<file path="src/rtl/imem_loader_ctrl_if.sv">
// rtl/imem_loader_ctrl_if.sv - byte stream and imem write port bundle for the loader
// slave is the loader side, master is the stream source / memory side.
interface imem_loader_ctrl_if #(
  parameter int unsigned ADDR_W = 29
) ();
  logic [7:0]        byte_data_i;
  logic              byte_valid_i;
  logic              byte_ready_o;
  logic              imem_we_o;
  logic [ADDR_W-1:0] imem_addr_o;
  logic [31:0]       imem_wdata_o;

  modport slave (
    input  byte_data_i,
    input  byte_valid_i,
    output byte_ready_o,
    output imem_we_o,
    output imem_addr_o,
    output imem_wdata_o
  );

  modport master (
    output byte_data_i,
    output byte_valid_i,
    input  byte_ready_o,
    input  imem_we_o,
    input  imem_addr_o,
    input  imem_wdata_o
  );
endinterface

</file>
<file path="src/rtl/imem_loader_ctrl.sv">
// rtl/imem_loader_ctrl.sv - boot loader filling imem from a byte stream
// Takes a 4-byte LE word count, then LE program words; holds the core in reset until success.
module imem_loader_ctrl #(
  parameter int unsigned ADDR_W    = 29,
  parameter int unsigned DEPTH     = 8192,
  parameter int unsigned BASE_ADDR = 0,
  parameter int unsigned TIMEOUT   = 1000000
) (
  input  logic               clk_i,
  input  logic               rst_ni,
  input  logic               start_i,
  imem_loader_ctrl_if.slave  bus,
  output logic               core_rst_no,
  output logic               busy_o,
  output logic               done_o,
  output logic               err_o
);

  localparam int unsigned IDLE_W = $clog2(TIMEOUT + 1);
  localparam logic [31:0] MAX_LEN = 32'(DEPTH - BASE_ADDR);
  localparam logic [IDLE_W-1:0] IDLE_LAST = IDLE_W'(TIMEOUT - 1);

  typedef enum logic [2:0] {
    S_IDLE,
    S_LEN,
    S_DATA,
    S_WRITE,
    S_DONE,
    S_ERR
  } state_t;

  state_t r_state;
  state_t w_next;

  logic [1:0]        r_byte_idx;
  logic [31:0]       r_len;
  logic [31:0]       r_word_cnt;
  logic [23:0]       r_word;
  logic [IDLE_W-1:0] r_idle;
  logic [ADDR_W-1:0] r_addr;
  logic [31:0]       r_wdata;
  logic              r_done;
  logic              r_err;
  logic              r_core_rst_n;

  logic        w_ready;
  logic        w_xfer;
  logic        w_last_byte;
  logic        w_timeout;
  logic        w_start;
  logic [31:0] w_len_full;
  logic [31:0] w_cnt_next;
  logic [31:0] w_addr_full;

  assign w_ready     = (r_state == S_LEN) || (r_state == S_DATA);
  assign w_xfer      = w_ready && bus.byte_valid_i;
  assign w_last_byte = (r_byte_idx == 2'd3);
  // Timeout fires on the cycle the idle count would reach TIMEOUT.
  assign w_timeout   = w_ready && !bus.byte_valid_i && (r_idle == IDLE_LAST);
  assign w_start     = start_i &&
                       ((r_state == S_IDLE) || (r_state == S_DONE) || (r_state == S_ERR));
  assign w_len_full  = {bus.byte_data_i, r_len[23:0]};
  assign w_cnt_next  = r_word_cnt + 32'd1;
  assign w_addr_full = 32'(BASE_ADDR) + r_word_cnt;

  always_ff @(posedge clk_i or negedge rst_ni) begin
    if (!rst_ni) begin
      r_state <= S_IDLE;
    end else begin
      r_state <= w_next;
    end
  end

  always_comb begin
    w_next = r_state;
    case (r_state)
      S_IDLE, S_DONE, S_ERR: begin
        if (w_start) begin
          w_next = S_LEN;
        end
      end
      S_LEN: begin
        if (w_timeout) begin
          w_next = S_ERR;
        end else if (w_xfer && w_last_byte) begin
          if (w_len_full == 32'd0) begin
            w_next = S_DONE;
          end else if (w_len_full > MAX_LEN) begin
            w_next = S_ERR;
          end else begin
            w_next = S_DATA;
          end
        end
      end
      S_DATA: begin
        if (w_timeout) begin
          w_next = S_ERR;
        end else if (w_xfer && w_last_byte) begin
          w_next = S_WRITE;
        end
      end
      S_WRITE: begin
        if (w_cnt_next == r_len) begin
          w_next = S_DONE;
        end else begin
          w_next = S_DATA;
        end
      end
      default: w_next = S_IDLE;
    endcase
  end

  always_ff @(posedge clk_i or negedge rst_ni) begin
    if (!rst_ni) begin
      r_byte_idx   <= 2'd0;
      r_len        <= 32'd0;
      r_word_cnt   <= 32'd0;
      r_word       <= 24'd0;
      r_idle       <= '0;
      r_addr       <= '0;
      r_wdata      <= 32'd0;
      r_done       <= 1'b0;
      r_err        <= 1'b0;
      r_core_rst_n <= 1'b0;
    end else begin
      if (w_start) begin
        r_byte_idx   <= 2'd0;
        r_len        <= 32'd0;
        r_word_cnt   <= 32'd0;
        r_idle       <= '0;
        r_done       <= 1'b0;
        r_err        <= 1'b0;
        r_core_rst_n <= 1'b0;
      end
      if (w_ready) begin
        if (w_xfer) begin
          r_idle     <= '0;
          r_byte_idx <= r_byte_idx + 2'd1;
          if (r_state == S_LEN) begin
            r_len[{r_byte_idx, 3'b000} +: 8] <= bus.byte_data_i;
          end else if (!w_last_byte) begin
            r_word[{r_byte_idx, 3'b000} +: 8] <= bus.byte_data_i;
          end
        end else begin
          r_idle <= r_idle + IDLE_W'(1);
        end
      end
      // Write port registers only move when a complete word is ready, so they hold otherwise.
      if ((r_state == S_DATA) && w_xfer && w_last_byte) begin
        r_addr  <= ADDR_W'(w_addr_full);
        r_wdata <= {bus.byte_data_i, r_word};
      end
      if (r_state == S_WRITE) begin
        r_word_cnt <= w_cnt_next;
      end
      if ((w_next == S_DONE) && (r_state != S_DONE)) begin
        r_done       <= 1'b1;
        r_core_rst_n <= 1'b1;
      end
      if ((w_next == S_ERR) && (r_state != S_ERR)) begin
        r_err <= 1'b1;
      end
    end
  end

  assign bus.byte_ready_o = w_ready;
  assign bus.imem_we_o    = (r_state == S_WRITE);
  assign bus.imem_addr_o  = r_addr;
  assign bus.imem_wdata_o = r_wdata;
  assign busy_o           = w_ready || (r_state == S_WRITE);
  assign done_o           = r_done;
  assign err_o            = r_err;
  assign core_rst_no      = r_core_rst_n;

endmodule
</file>
<file path="src/flat_wrapper.sv">
// flat-port wrapper written by rule: the top's interface ports become plain ports
module imem_loader_ctrl_flat 
#(
  parameter int unsigned ADDR_W    = 29,
  parameter int unsigned DEPTH     = 8192,
  parameter int unsigned BASE_ADDR = 0,
  parameter int unsigned TIMEOUT   = 1000000
)
  (clk_i, rst_ni, start_i, core_rst_no, busy_o, done_o, err_o, bus_byte_data_i, bus_byte_valid_i, bus_byte_ready_o, bus_imem_we_o, bus_imem_addr_o, bus_imem_wdata_o);
  imem_loader_ctrl_if #(.ADDR_W(ADDR_W)) bus_i ();
  input  logic clk_i;
  input  logic rst_ni;
  input  logic start_i;
  output logic core_rst_no;
  output logic busy_o;
  output logic done_o;
  output logic err_o;
  input wire logic [$bits(bus_i.byte_data_i)-1:0] bus_byte_data_i;
  input wire logic [$bits(bus_i.byte_valid_i)-1:0] bus_byte_valid_i;
  output wire logic [$bits(bus_i.byte_ready_o)-1:0] bus_byte_ready_o;
  output wire logic [$bits(bus_i.imem_we_o)-1:0] bus_imem_we_o;
  output wire logic [$bits(bus_i.imem_addr_o)-1:0] bus_imem_addr_o;
  output wire logic [$bits(bus_i.imem_wdata_o)-1:0] bus_imem_wdata_o;
  assign bus_i.byte_data_i = bus_byte_data_i;
  assign bus_i.byte_valid_i = bus_byte_valid_i;
  assign bus_byte_ready_o = bus_i.byte_ready_o;
  assign bus_imem_we_o = bus_i.imem_we_o;
  assign bus_imem_addr_o = bus_i.imem_addr_o;
  assign bus_imem_wdata_o = bus_i.imem_wdata_o;
  imem_loader_ctrl #(.ADDR_W(ADDR_W), .DEPTH(DEPTH), .BASE_ADDR(BASE_ADDR), .TIMEOUT(TIMEOUT)) u_core (.clk_i(clk_i), .rst_ni(rst_ni), .start_i(start_i), .bus(bus_i), .core_rst_no(core_rst_no), .busy_o(busy_o), .done_o(done_o), .err_o(err_o));
endmodule
</file>
<file path="config.mk">
export PLATFORM = sky130hd
export DESIGN_NAME = imem_loader_ctrl_flat
export DESIGN_NICKNAME = d
export VERILOG_FILES = /design/src/rtl/imem_loader_ctrl_if.sv /design/src/rtl/imem_loader_ctrl.sv /design/src/flat_wrapper.sv
export SDC_FILE = /design/constraint.sdc
export NUM_CORES = 1
export LEC_CHECK = 0
export ABC_AREA = 1
export BUFFER_PORTS_ARGS = -buffer_cell sky130_fd_sc_hd__buf_2
export CAP_MARGIN = 20
export CORE_ASPECT_RATIO = 1.2
export CORE_UTILIZATION = 45
export CTS_CLUSTER_DIAMETER = 30
export DETAILED_ROUTE_END_ITERATION = 8
export GPL_TIMING_DRIVEN = 0
export PLACE_DENSITY = 0.65
export SLEW_MARGIN = 20
export SYNTH_ARGS = -nofsm -noshare
export SYNTH_HDL_FRONTEND = slang
export SYNTH_SLANG_ARGS = --single-unit
</file>
<file path="constraint.sdc">
create_clock -name clk_i -period 2.05 [get_ports clk_i]
set_input_delay 0.41 -clock clk_i [delete_from_list [all_inputs] [get_ports clk_i]]
set_output_delay 0.41 -clock clk_i [all_outputs]
set_load 0.05 [all_outputs]
</file>
; ---- Word level (Yosys, flattened, before mapping)
; Cells that the tools add are included.
[op_classes]
n_addsub = 4
n_mul = 0
n_div = 0
magnitude_cmp = 1
eq_ne = 12
shift = 4
n_mux = 26
bitwise = 2
reduce_logical = 22
[ops]
columns = cell, count
row1 = $mux 32, 6
row2 = $mux 20, 3
row3 = $add 32x1->32 const B, 1
row4 = $bwmux 32, 1
row5 = $eq 32x32->1, 1
row6 = $gt 32x14->1 const B, 1
row7 = $logic_not 32->1, 1
row8 = $shift 8x7->32 const A, 1
row9 = $shiftx 8x7->32, 1
row10 = $bwmux 24, 1
row11 = $mux 3, 8
row12 = $shift 8x7->24 const A, 1
row13 = $shiftx 8x7->24, 1
row14 = $add 20x1->20 const B, 1
row15 = $eq 20x20->1 const B, 1
row16 = $eq 3x3->1 const B, 4
row17 = $pmux 3 s4, 1
row18 = $logic_and 1x1->1, 9
row19 = $reduce_bool 2->1, 4
row20 = $neg 5->7, 1
row21 = $eq 3x2->1 const B, 2
row22 = $mux 2, 3
row23 = $ne 3x3->1 const B, 2
row24 = $logic_or 1x1->1, 4
row25 = other kinds (9), 12
[totals]
ff_bits = 176
latch_bits = 0
ramBits = 0
mem_bits_ro = 0
input_bits = 12
out_inout_bits = 67
elab_cells = 81
n_memories = 0

; ---- Longest topological paths before layout
; Gate-level depths: netlist (run 1).
[logic_depth]
depth_word = 10
mapped_depth = 17

; ---- Worst setup path before layout (run 1)
; No wires, ideal clock.
[synth_timing]
kind = register to register
from = register u_core.r_state[2]
to = register u_core.r_addr[28], in the netlist u_core.bus.imem_addr_o[28]
setup_ns = 0.127
arrival_time_ns = 2.077
required_ns = 1.923
setup_slack_ns = -0.154
stages_incl_launch_ff = 15
path_buffers = 2
synth_period_minus_slack_ns = 2.204
path_cell_list = dfrtp_1 > inv_1 > nand3_1 > nand2_1 > inv_2 > nor2_2 > inv_2 > nor2_2 > inv_2 > nor2_4 > inv_2 > buf_6 > buf_6 > nand2_1 > o21ai_0
[synth_between]
elab_chain_cells = 5
word_cells_on_any_way = 6
classes_between = eq/ne (2) / reduce/logical (4)
[synth_rtl]
columns = element, line_no
row1 = start: declaration, imem_loader_ctrl.sv:32  ; state_t r_state;
row2 = start signal: assignment, imem_loader_ctrl.sv:70  ; r_state <= w_next;
row3 = $eq 3x1->1 / $eq 3x2->1 (equally long branches), imem_loader_ctrl.sv:55  ; assign w_ready = (r_state == S_LEN) || (r_state == S_DATA);
row4 = $logic_or 1x1->1 *, imem_loader_ctrl.sv:55
row5 = net bus_byte_ready_o, flat_wrapper.sv:20  ; output wire logic [$bits(bus_i.byte_ready_o)-1:0] bus_byte_ready_o;
row6 = $logic_and 1x1->1 *, imem_loader_ctrl.sv:56  ; assign w_xfer = w_ready && bus.byte_valid_i;
row7 = $logic_and 1x1->1 * (2 in a row), imem_loader_ctrl.sv:149  ; if ((r_state == S_DATA) && w_xfer && w_last_byte) begin
row8 = end signal: assignment, imem_loader_ctrl.sv:150  ; r_addr <= ADDR_W'(w_addr_full);
row9 = end: declaration, imem_loader_ctrl.sv:40  ; logic [ADDR_W-1:0] r_addr;
; Mark *: on every way through the listed nets, which the timed path passes. The rest lies on a longest branch.
; A chain may end at the register's enable or synchronous reset.

; ---- Worst setup path in the final report (run 1)
[layout_timing]
from = register u_core.r_word_cnt[0]
to = register u_core.r_state[2]
[layout_between]
elab_chain_cells = 4
[layout_rtl]
columns = element, line_no
row1 = start: declaration, imem_loader_ctrl.sv:37  ; logic [31:0] r_word_cnt;
row2 = start signal: assignment, imem_loader_ctrl.sv:154  ; r_word_cnt <= w_cnt_next;
row3 = $add 32x1->32, imem_loader_ctrl.sv:63  ; assign w_cnt_next = r_word_cnt + 32'd1;
row4 = $eq 32x32->1, imem_loader_ctrl.sv:103  ; if (w_cnt_next == r_len) begin
row5 = $mux 3, imem_loader_ctrl.sv:103
row6 = $pmux 3 s4, imem_loader_ctrl.sv:76  ; case (r_state)
row7 = net u_core.w_next[2], imem_loader_ctrl.sv:33  ; state_t w_next;
; The timed path passes the listed nets, and every way through them passes these cells.

==> metrics.md, run 1 <==
| Metric | Value |
|---|---|
| Data arrival time of the critical path | 2.73 ns |
| Post-Layout Inst Area | 11300 sq um |
| Post-detailed-route DRC marker count | 0 |
| Maximum buffer depth of the clock tree | 2 |
| Dominant combinational cell family by area after synthesis | simple AND/OR/NAND/NOR gates |
| Combined area of the multi-input logic cells | 4140 sq um |
| Total Routing Usage GR | 26.6% |
| Share of the clock period used by the worst path after layout | 115% |
| HPWL Detailed | 18.8 mm |
| Portion of the post-synthesis area used by sequential elements | 49.6% |
| Overall die area | 20300 sq um |
| Worst Hold Path Cells | 3 |
| Hold slack final | 0.350 ns |
| Kind of end point of the critical path | register |
| Worst-Margin Slew | 0.612 ns |
| Clock tree root driver cell | clkbuf_16 |
| Placed instance area | 9630 sq um |
| Synth Area in Adders | 0.987% |
| Clock-pin transition on the worst setup and hold timing paths | 0.07 ns |
| Compound-cell area share of the yosys netlist | 11.8% |
| Mean cell area of the mapped netlist | 7.69 sq um |
| Cts bufs inserted | 17 |
| Layout overhead on the synthesized area | 27.1% |
| Violations in the final reports | setup timing |
| Routed len/inst | 16.3 um |
| Violation count after the first detailed-route iteration | 647 |
| Synthesized netlist cell count | 1154 |
| Total length of routed wires | 25.8 mm |
| Setup repair after global routing missed its margin | yes |
| Reported max-cap violation count | 0 |
| Number of global-route vias before repair | 7701 |
| First-pass detailed-route iteration total | 5 |
| Core area | 19100 sq um |
| Y dimension of the die | 156 um |
| Worst max-slew margin expressed relative to the limit | 59.2% |
| Antenna Violating Nets Remaining | 0 |
| Leakage | 5.37 nW |
| Chip width | 130 um |
| CTS tree | yes |
| Syn Nets | 1173 |
| Clock network latency to the later pin of the worst-skew pair | 0.44 ns |
| Run status | finished, violations left |
| Number of hold violations in the final report | 0 |
| Critical path peak fanout | 4 |
| Final setup vio count | 6 |
| Cell type with the largest total area after synthesis | dfrtp_1 |
| RePlAce Congestion | 0.976 |
| Synth unique cells | 40 |
| Net count reported at finish | 1335 |
| Remaining global-route overflow | 0 |
| Avg Vias per Cell | 5.17 |
| Clock period minus worst slack | 2.35 ns |
| Fin worst setup slack | -0.305 ns |
| Pre-CTS setup slack | -0.437 ns |
| Count of pins over their slew limit | 0 |
| Worst-case clock skew | 0.0104 ns |
| Dominant cells by area after synthesis | dfrtp_1 (50%), nand2_1 (15%), inv_1 (6.2%) |
| Number of diodes | 0 |
| Synthesized-area fraction occupied by and/or/nand/nor cells | 27.8% |
| Fraction of final layout cells sized beyond drive strength 1 | 22.6% |
| Register area | 4410 sq um |
| Largest net degree at the start of global routing | 98 |
| Multiplexer area fraction after synthesis | 0% |
| Worst ir drop on vdd | 0.000790 V |
| Global-route wire length before repair | 40.4 mm |
| Highest achievable clock rate | 0.425 GHz |
| Worst reg-to-reg path cell count | 17 |
| Initial cell density of the core | 46.6% |
| Crit start category | register |
| Crit Path Class | reg2reg |
| Worst path required time | 2.42 ns |
| Syn Std Cell Area | 8880 sq um |
| Power per unit of standard cell area | 1250 nW/um^2 |
| Flip-flop and latch count after synthesis | 176 |
| Yosys top cell area share | 49.6% |
| Number of H-tree branching levels | 4 |
| Antenna violations before repair | 0 |
| Total clock sinks | 176 |
| Port Buf Inserts | 78 |
| Via count | 8194 |
| Area share of xor/xnor cells in the synthesized design | 1.49% |
| Overall power | 14.1 mW |
| Site Rows | 55 |
| Synth warnings | 0 |
| Number of filler instances in the final layout | 1753 |
| # IOs | 79 |
| Kind of path behind the tightest hold check | in2reg |
## cell type report
cell class,count,share of cell area [%]
Sequential cell,176,39.1
Multi-Input combinational cell,794,36.7
Timing Repair Buffer,143,8.84
Inverter,156,5.44
Clock buffer,19,3.84
Tap cell,256,2.84
Buffer,28,1.90
Clock inverter,13,1.31
## critical path, stage by stage (launching register included)
cell and delay, ns:
dfrtp_2 0.41, ha_4 0.18, nand2_8 0.06, nor2_8 0.14
nand2_4 0.09, nor2_4 0.18, buf_6 0.13, nand2_2 0.04
nand2_2 0.07, nand2_2 0.05, nand2_1 0.05, nand2_1 0.05
nor2_1 0.11, nand2_1 0.08, nor2_2 0.16, nand4_1 0.20
nand2_2 0.16, buf_4 0.12
## stage by stage
step / util (%) / cells / TNS [ns]
6_report: 59.2 / 1585 / -1.19
5_1_grt: 59.2 / 1585 / -2.58
4_1_cts: 56.4 / 1544 / -0.824
3_5_place_dp: 50.5 / 1489 / -24.72
3_3_place_gp: 50.3 / 1488 / -419.91
2_1_floorplan: - / 1154 / 0
## repair_timing
item / 4_1_cts / 5_1_grt
endpoints found under the setup margin: 164 / 121
endpoints found under the hold margin: 71 / 0
hold buffers: 1 / 0
pin swaps: 21 / 31
gates cloned: 1 / 1
gates resized for setup: 99 / 77
setup buffers: 22 / 41
## registers in the layout, indices dropped and copies added (netlist names)
register                 count
u_core.done_o                1
u_core.bus.imem_wdata_o     32
u_core.r_len                32
u_core.r_word_cnt           32
u_core.r_word               24
u_core.r_state               3
u_core.bus.imem_addr_o      29
u_core.r_idle               20
u_core.err_o                 1
u_core.r_byte_idx            2
## final timing paths
kind | end | slack (ns) | from
worst min register to register | u_core.bus.imem_wdata_o[5]$_DFFE_PN0P_ | 0.47 | u_core.bus.imem_wdata_o[5]$_DFFE_PN0P_
worst min-delay path | u_core.bus.imem_wdata_o[31]$_DFFE_PN0P_ | 0.35 | bus_byte_data_i[7]
min in group asynchronous | u_core.bus.imem_wdata_o[14]$_DFFE_PN0P_ | 0.54 | rst_ni
max in group asynchronous | u_core.r_word_cnt[2]$_DFFE_PN0P_ | 0.61 | rst_ni
worst max-delay path | u_core.r_state[2]$_DFF_PN0_ | -0.30 | u_core.r_word_cnt[0]$_DFFE_PN0P_
worst max register to register | u_core.r_state[2]$_DFF_PN0_ | -0.30 | u_core.r_word_cnt[0]$_DFFE_PN0P_
## report_power, final
part	internal, mW	leakage (nW)	switching (mW)
registers	4.25	2.30	0.445
clock network	1.82	0.284	1.47
logic	1.83	2.78	4.31
total	7.90	5.37	6.23
## cells in the final DEF, fill, tap and decap left out, drive strengths merged
master and n:
xor2 9, nand3 75, nand3b 1, xnor3 2, or2 1, dlygate4sd3 1
a211oi 3, nor4 11, buf 155, o211ai 1, nor3 17, nor2 114
a21oi 11, xnor2 1, a32o 1, nand4 8, a31oi 1, clkinv 4
o32ai 1, clkinvlp 1, inv 161, o31ai 14, clkbuf 34, dfrtp 176
bufinv 3, o22ai 36, o21ai 118, a311oi 1, o21a 1, ha 7
nand2 360
## per-layer routing
layer / part of all wire, % / global-route usage, % / up-vias
li1: - / - / 4061
met1: 44 / 35.3 / 3828
met2: 48 / 43.3 / 246
met3: 4.6 / 4.08 / 59
met4: 3.7 / 10.5 / 0
met5: 0 / 0 / -
## cell families (layout without fill, tap and decap cells)
| logic type | Yosys count | after routing |
|---|---|---|
| xor gates and xnor gates | 12 | 12 |
| and+or+nand+nor | 586 | 587 |
| AOI/OAI and AO/OA | 188 | 188 |
| adders and majority gates | 7 | 7 |
| DFF | 176 | 176 |
| buffers and inverters | 185 | 359 |
## cells in the mapped netlist, drive strengths merged
cell type and count:
a211oi 3, a21oi 11, a311oi 1, a31oi 1
a32o 1, buf 11, clkbuf 18, clkinv 2
dfrtp 176, ha 7, inv 154, nand2 360
nand3 75, nand3b 1, nand4 8, nor2 113
nor3 17, nor4 11, o211ai 1, o21a 1
o21ai 118, o22ai 36, o31ai 14, o32ai 1
or2 1, xnor2 1, xnor3 2, xor2 9
Note: power is estimated with default switching activity, not from simulation.
==> inputs of run 2 (changes only) <==
Settings changed: GPL_TIMING_DRIVEN 0 to unset.
==> run 2 against run 1 <==
The run still ends with setup timing left. Largest cell class unchanged. Routed wire length hardly changed. Via count grew 1.8%. Highest routed layer unchanged. Critical endpoint is now u_core.err_o$_DFFE_PN0P_. Largest power group unchanged. Critical path depth down 1. Sequential power hardly changed. Non-clock buffer count rose by 54. First-iteration DRC count up 15%.
==> metrics.md, run 2 (same netlist as run 1, synthesis figures left out) <==
| Metric | Value |
|---|---|
| Global-route wire length before repair | 41.2 mm (+1.8%) |
| Largest net degree at the start of global routing | 79 (-19%) |
| Worst path required time | 2.42 ns (about the same) |
| Crit Path Class | reg2reg |
| Antenna Violating Nets Remaining | 0 (unchanged) |
| Number of hold violations in the final report | 0 (unchanged) |
| Antenna violations before repair | 0 (unchanged) |
| Cell Chain, Critical Path | ha_4 -> nand2_4 -> nor2_8 -> buf_6 -> nand2_4 -> o21ai_0 -> nand3_1 -> nand2_1 -> nand2_1 -> nor2_1 -> nand2_1 -> nor2_2 -> nand4_1 -> nand2_2 -> nand2_1 -> nand2_1 |
| Final Instance Count excl. Fillers | 1638 (+3.3%) |
| Overall die area | 20300 sq um (unchanged) |
| Reg2reg end | u_core.err_o$_DFFE_PN0P_ |
| Port Buf Inserts | 78 (unchanged) |
| Crit start category | register |
| Initial cell density of the core | 46.6% (unchanged) |
| Register-to-Register Setup Slack | -0.22 ns (+0.08 ns) |
| Count of placed standard cells including taps | 1586 (+6.5%) |
| Power per unit of standard cell area | 1220 nW/um^2 (-2.3%) |
| Maximum buffer depth of the clock tree | 2 (unchanged) |
| Worst-case clock skew | 0.00899 ns (-0.00136 ns) |
| Hold slack final | 0.327 ns (-0.0234 ns) |
| Final cell utilization of the core | 60.4% (+1.3 points) |
| Core area | 19100 sq um (unchanged) |
| Remaining global-route overflow | 0 (unchanged) |
| Setup repair after global routing missed its margin | yes |
| CTS tree | yes |
| Worst max-slew margin expressed relative to the limit | 69.7% (+10 points) |
| Avg Vias per Cell | 5.09 (-1.5%) |
| Launch instance of the worst min-delay path | bus_byte_data_i[1] |
| Number of diodes | 0 (unchanged) |
| Chip width | 130 um (unchanged) |
| Number of filler instances in the final layout | 1766 (+0.74%) |
| Data arrival time of the critical path | 2.64 ns (-0.09 ns) |
| Post-Route Setup TNS | -0.707 ns (+0.485 ns) |
| Cts bufs inserted | 17 (unchanged) |
| Violations in the final reports | setup timing |
| Clock period minus worst slack | 2.27 ns (-0.0825 ns) |
| Routed len/inst | 15.8 um (-3.2%) |
| RePlAce Congestion | 0.981 (+0.53%) |
| Cell family with the largest share of critical-path delay | simple AND/OR/NAND/NOR gates |
| End of the critical path | u_core.err_o$_DFFE_PN0P_ |
| Count of pins over their slew limit | 0 (unchanged) |
| Highest achievable clock rate | 0.440 GHz (+3.6%) |
| Leading cell types in the layout, fill and taps excluded | nand2_1 (340), dfrtp_1 (174), inv_1 (139) |
| Start point of the critical path | u_core.r_word_cnt[1]$_DFFE_PN0P_ |
| Startpoint of the most critical register-to-register path | u_core.r_word_cnt[1]$_DFFE_PN0P_ |
| Cell with the most instances on the worst path | nand2_1 |
| Leading cell type in the layout, fill and taps excluded | nand2_1 |
| Total number of cells along the worst setup path | 16 (-1) |
| Run status | finished, violations left |
| Clock tree root driver cell | clkbuf_16 |
| Number of H-tree branching levels | 4 (unchanged) |
| Via count | 8345 (+1.8%) |
| Crit path buf inv count | 1 (-1) |
| Worst-Margin Slew | 0.455 ns (-0.157 ns) |
| Fin worst setup slack | -0.222 ns (+0.0825 ns) |
| Highest cell delay on the worst timing path | 0.42 ns (about the same) |
| Final setup vio count | 5 (-1) |
| Number of global-route vias before repair | 7980 (+3.6%) |
| First-pass detailed-route iteration total | 6 (+1) |
| Total clock sinks | 176 (unchanged) |
| Layout overhead on the synthesized area | 29.8% |
| Fraction of final layout cells sized beyond drive strength 1 | 24.8% (+2.2 points) |
| Leakage | 5.65 nW (+5.3%) |
| Clock network latency to the later pin of the worst-skew pair | 0.43 ns (about the same) |
| Post-detailed-route DRC marker count | 0 (unchanged) |
| Worst ir drop on vdd | 0.000804 V (+1.8%) |
| Y dimension of the die | 156 um (unchanged) |
| Share of the clock period used by the worst path after layout | 111% (-4.0 points) |
| HPWL Detailed | 19.2 mm (+2.2%) |
| Clock-pin transition on the worst setup and hold timing paths | 0.07 ns (about the same) |
| Violation count after the first detailed-route iteration | 743 (+15%) |
| Net count reported at finish | 1388 (+4.0%) |
| Reported max-cap violation count | 0 (unchanged) |
| Critical path peak fanout | 5 (+1) |
| Worst reg-to-reg path cell count | 16 (-1) |
| Site Rows | 55 (unchanged) |
| Total Routing Usage GR | 26.8% (+0.21 points) |
| Total length of routed wires | 25.9 mm (about the same) |
| Kind of path behind the tightest hold check | in2reg |
| Kind of end point of the critical path | register |
| # IOs | 79 (unchanged) |
| Slowest CP cell | dfrtp_1 |
## run 2: where the power goes
part           switching, mW  total, mW  internal (mW)
Clock                   1.48       3.47           1.98
Combinational           4.18       5.94           1.76
Sequential             0.446       4.70           4.25
## run 2: timing repair
action                                 4_1_cts  5_1_grt
gates resized for setup                     18       64
hold buffers                                 1        0
pin swaps                                   12       29
buffers inserted                             7       12
endpoints found under the hold margin        9        0
setup endpoints to repair                   13       23
## run 2: tightest hold or removal path, delay by kind of cell
kind | cells | cell delay (ns)
simple gates | 1 | 0.11
buf+inv | 1 | 0.11
compound gates | 1 | 0.08
## run 2: per-stage QoR
step	power (mW)	setup WS [ns]	instance area (sq um)
global placement	10.2	-0.124	10500
CTS	13.9	-0.175	11200
detailed placement	10.3	-0.218	10500
floorplan	8.40	0.00240	8880
finish	14.1	-0.222	11500
global route	14.8	-0.353	11500
## run 2: area by class of cell
| cell class | count | area [sq um] | share of cell area, % |
|---|---|---|---|
| sequential | 176 | 4410 | 38.3 |
| multi-input combinational | 793 | 3970 | 34.5 |
| timing repair buffer | 225 | 1620 | 14.0 |
| inverter | 156 | 587 | 5.09 |
| clock buffer | 19 | 443 | 3.84 |
| tap | 256 | 320 | 2.78 |
| clock inverter | 13 | 175 | 1.52 |
## run 2: worst min path at each step
stage	to	depth (start not counted)
global placement	u_core.bus.imem_wdata_o[15]$_DFFE_PN0P_	1
global route	u_core.r_len[25]$_DFF_PN0_	3
floorplan	u_core.bus.imem_addr_o[0]$_DFFE_PN0P_	0
detailed placement	u_core.bus.imem_wdata_o[17]$_DFFE_PN0P_	1
finish	u_core.r_len[25]$_DFF_PN0_	3
CTS	u_core.r_len[25]$_DFF_PN0_	3
## run 2: per-layer routing
layer / global-route usage (%) / share of wire, % / vias up
met5: 0 / 0 / -
met4: 9.41 / 2.7 / 0
met3: 3.67 / 5.0 / 50
met2: 43.4 / 47 / 306
met1: 36.6 / 45 / 3826
li1: - / - / 4163
==> inputs of run 3 (changes only) <==
Settings changed: ABC_AREA 1 to 0, CORE_UTILIZATION 45 to 51, PLACE_DENSITY 0.65 to 0.73.
==> run 3 against run 2 <==
The run still ends with setup timing left. Largest cell class unchanged. Sequential power fell by 8.1%. Critical path type unchanged. Largest power group is now sequential cells. Setup slack got worse by 0.13 ns. Final cell count fell by 20%. Non-clock buffer count rose by 25. Via count fell by 8.5%.
==> metrics.md, run 3 <==
| Metric | Value |
|---|---|
| Run status | finished, violations left |
| Violations in the final reports | setup timing |
| Final setup vio count | 3 (-2) |
| Slowest CP cell | or4_4 |
| Multiplexer area fraction after synthesis | 7.92% (+7.9 points) |
| Total Routing Usage GR | 28.2% (+1.4 points) |
| Startpoint of the most critical register-to-register path | u_core.r_word_cnt[0]$_DFFE_PN0P_ |
| Number of global-route vias before repair | 7424 (-7.0%) |
| # IOs | 79 (unchanged) |
| Total clock sinks | 176 (unchanged) |
| Power per unit of standard cell area | 1020 nW/um^2 (-16%) |
| Clock period minus worst slack | 2.40 ns (+0.125 ns) |
| Synthesized netlist cell count | 865 (-25%) |
| Chip width | 122 um (-6.5%) |
| Flip-flop and latch count after synthesis | 176 (unchanged) |
| Pre-CTS setup slack | -0.443 ns (-0.225 ns) |
| Endpoint of the worst hold path | u_core.r_idle[8]$_DFFE_PN0P_ |
| Syn Nets | 884 (-25%) |
| Number of hold violations in the final report | 0 (unchanged) |
| Number of H-tree branching levels | 4 (unchanged) |
| Port Buf Inserts | 78 (unchanged) |
| Layout overhead on the synthesized area | 29.4% |
| Clock network latency to the later pin of the worst-skew pair | 0.44 ns (about the same) |
| Worst-Margin Slew | 0.504 ns (+0.0487 ns) |
| Dominant combinational cell family by area after synthesis | simple AND/OR/NAND/NOR gates |
| Most used DFF post-synth | dfrtp_1 |
| Worst ir drop on vdd | 0.000678 V (-16%) |
| Critical path peak fanout | 5 (unchanged) |
| HPWL Detailed | 17.1 mm (-11%) |
| Overall die area | 17700 sq um (-13%) |
| Number of filler instances in the final layout | 1319 (-25%) |
| Via count | 7632 (-8.5%) |
| Area share of xor/xnor cells in the synthesized design | 4.39% (+2.9 points) |
| Total number of cells along the worst setup path | 9 (-7) |
| Launch instance of the worst min-delay path | bus_byte_valid_i |
| Reg2reg end | u_core.r_state[1]$_DFF_PN0_ |
| Data arrival time of the critical path | 2.73 ns (+0.09 ns) |
| Site Rows | 52 (-5.5%) |
| Syn Std Cell Area | 8770 sq um (-1.2%) |
| Highest cell delay on the worst timing path | 0.59 ns (+0.17 ns) |
| Kind of end point of the critical path | register |
| RePlAce Congestion | 0.928 (-5.4%) |
| Synth Area in Adders | 0.998% (+0.012 points) |
| Share of the clock period used by the worst path after layout | 117% (+6.1 points) |
| Dominant cells by area after synthesis | dfrtp_1 (50%), mux2_2 (7.6%), o21ai_0 (5.8%) |
| Worst max-slew margin expressed relative to the limit | 66.3% (-3.3 points) |
| Post-Route Setup TNS | -0.927 ns (-0.219 ns) |
| Highest achievable clock rate | 0.417 GHz (-5.2%) |
| Synth warnings | 0 (unchanged) |
| Number of diodes | 0 (unchanged) |
| Leading cell type in the layout, fill and taps excluded | dfrtp_1 |
| Total length of routed wires | 23.7 mm (-8.3%) |
| Mean cell area of the mapped netlist | 10.1 sq um (+32%) |
| Cell family with the largest share of critical-path delay | simple AND/OR/NAND/NOR gates |
| First-pass detailed-route iteration total | 8 (+2) |
| Leakage | 5.61 nW (-0.85%) |
| Fraction of final layout cells sized beyond drive strength 1 | 35.8% (+11 points) |
| Share of async-settable or async-resettable flops after synthesis | 100% (unchanged) |
| Y dimension of the die | 146 um (-6.5%) |
| Post-detailed-route DRC marker count | 0 (unchanged) |
| Clock tree root driver cell | clkbuf_16 |
| Setup repair after global routing missed its margin | yes |
| Cell Chain, Critical Path | ha_4 -> nand3_4 -> or4_4 -> xnor2_2 -> o2111ai_2 -> nor4_2 -> nand4_1 -> buf_4 -> a21o_1 |
| Fin worst setup slack | -0.347 ns (-0.125 ns) |
| Register-to-Register Setup Slack | -0.35 ns (-0.13 ns) |
| Routed len/inst | 18.1 um (+15%) |
| Number of enable flip-flop cells after synthesis | 0 (unchanged) |
| Portion of the post-synthesis area used by sequential elements | 50.2% (+0.59 points) |
| Antenna Violating Nets Remaining | 0 (unchanged) |
| Top cells by instance count after synthesis | dfrtp_1 (176), o21ai_0 (101), nand2_1 (94) |
| Clock-pin transition on the worst setup and hold timing paths | 0.07 ns (about the same) |
| Crit Path Class | reg2reg |
| Global-route wire length before repair | 38.5 mm (-6.6%) |
| Initial cell density of the core | 52.1% (+5.5 points) |
| Synthesized-area fraction occupied by and/or/nand/nor cells | 17.5% (-10 points) |
| Worst path required time | 2.38 ns (-0.04 ns) |
| Crit path buf inv count | 1 (unchanged) |
| Maximum buffer depth of the clock tree | 2 (unchanged) |
| Yosys top cell area share | 50.2% (+0.59 points) |
| Worst reg-to-reg path cell count | 9 (-7) |
| Leading cell types in the layout, fill and taps excluded | dfrtp_1 (166), buf_4 (161), o21ai_0 (97) |
| Count of pins over their slew limit | 0 (unchanged) |
| Reported max-cap violation count | 0 (unchanged) |
| Final cell utilization of the core | 67.4% (+6.9 points) |
| Antenna violations before repair | 0 (unchanged) |
| Synth unique cells | 65 (+63%) |
| Crit start category | register |
| Largest net degree at the start of global routing | 45 (-43%) |
| Worst Hold Path Cells | 4 (+1) |
| Net count reported at finish | 1099 (-21%) |
| Cell type with the largest total area after synthesis | dfrtp_1 |
| Kind of path behind the tightest hold check | in2reg |
| Avg Vias per Cell | 5.83 (+14%) |
| CTS tree | yes |
| Compound-cell area share of the yosys netlist | 15.6% (+3.8 points) |
| Core area | 16900 sq um (-12%) |
| Remaining global-route overflow | 0 (unchanged) |
| Most frequent cell after synthesis | dfrtp_1 |
| Worst-case clock skew | 0.00884 ns (-0.000157 ns) |
| Cts bufs inserted | 17 (unchanged) |
| Violation count after the first detailed-route iteration | 453 (-39%) |
==> run 3: area by class of cell <==
| type | instances | area, sq um | area share (%) |
|---|---|---|---|
| Clock buffer | 19 | 443 | 3.90 |
| Clock inverter | 13 | 138 | 1.21 |
| Inverter | 13 | 51.3 | 0.452 |
| Multi-Input combinational cell | 622 | 4240 | 37.3 |
| Sequential cell | 176 | 4420 | 38.9 |
| Tap cell | 216 | 270 | 2.38 |
| Timing Repair Buffer | 250 | 1790 | 15.8 |
==> run 3: how the worst max path moves through the flow <==
| stage | from | slack, ns | endpoint |
|---|---|---|---|
| 2_1_floorplan | u_core.r_word_cnt[0]$_DFFE_PN0P_ | -0.14 | u_core.r_state[1]$_DFF_PN0_ |
| 3_3_place_gp | u_core.r_word_cnt[1]$_DFFE_PN0P_ | -0.40 | u_core.r_state[1]$_DFF_PN0_ |
| 4_1_cts | u_core.r_word_cnt[1]$_DFFE_PN0P_ | -0.32 | u_core.done_o$_DFFE_PN0P_ |
| 6_report | u_core.r_word_cnt[0]$_DFFE_PN0P_ | -0.35 | u_core.r_state[1]$_DFF_PN0_ |
| 3_5_place_dp | u_core.r_word_cnt[15]$_DFFE_PN0P_ | -0.44 | u_core.done_o$_DFFE_PN0P_ |
| 5_1_grt | u_core.r_word_cnt[1]$_DFFE_PN0P_ | -0.46 | u_core.done_o$_DFFE_PN0P_ |
==> run 3: logic make-up (layout without fill, tap and decap cells) <==
| family | Yosys count | after routing |
|---|---|---|
| xor gates and xnor gates | 44 | 44 |
| AOI/OAI and AO/OA | 221 | 221 |
| DFF | 176 | 176 |
| adders and majority gates | 7 | 7 |
| muxes | 62 | 62 |
| and+or+nand+nor | 288 | 288 |
| buffers and inverters | 67 | 295 |
==> run 3: routing by layer <==
layer	wire, um	GRT usage (%)	vias to the layer above
met1	10300	37.6	3732
met3	1040	4.11	57
met2	11600	45.6	237
li1	-	-	3606
met4	773	12.4	0
met5	0	0	-
==> run 3: report_power, final <==
group          switching, mW  internal, mW
Combinational           2.48          1.60
Sequential             0.376          3.94
Clock                   1.47          1.75
==> run 3: worst reg2reg max path, cell delays in order (launching register included) <==
cell and delay [ns]:
dfrtp_2 0.41, ha_4 0.16, nand3_4 0.10, or4_4 0.59, xnor2_2 0.17, o2111ai_2 0.16
nor4_2 0.26, nand4_1 0.12, buf_4 0.17, a21o_1 0.17
==> run 3: repair_timing <==
action                                 CTS  global route
setup buffers                            1            10
hold buffers                             1             0
setup endpoints to repair                9            12
gates resized for setup                 23            19
endpoints found under the hold margin   33             0
pin swaps                                3            13
==> run 3: per-stage QoR <==
stage	hold slack, ns	area, sq um	total power, mW	cells
floorplan	0.114	8860	6.76	865
global placement	0.350	10500	8.09	1266
detailed placement	0.347	10500	8.20	1266
CTS	0.335	11200	11.5	1300
global route	0.365	11300	12.2	1309
finish	0.339	11300	11.6	1309
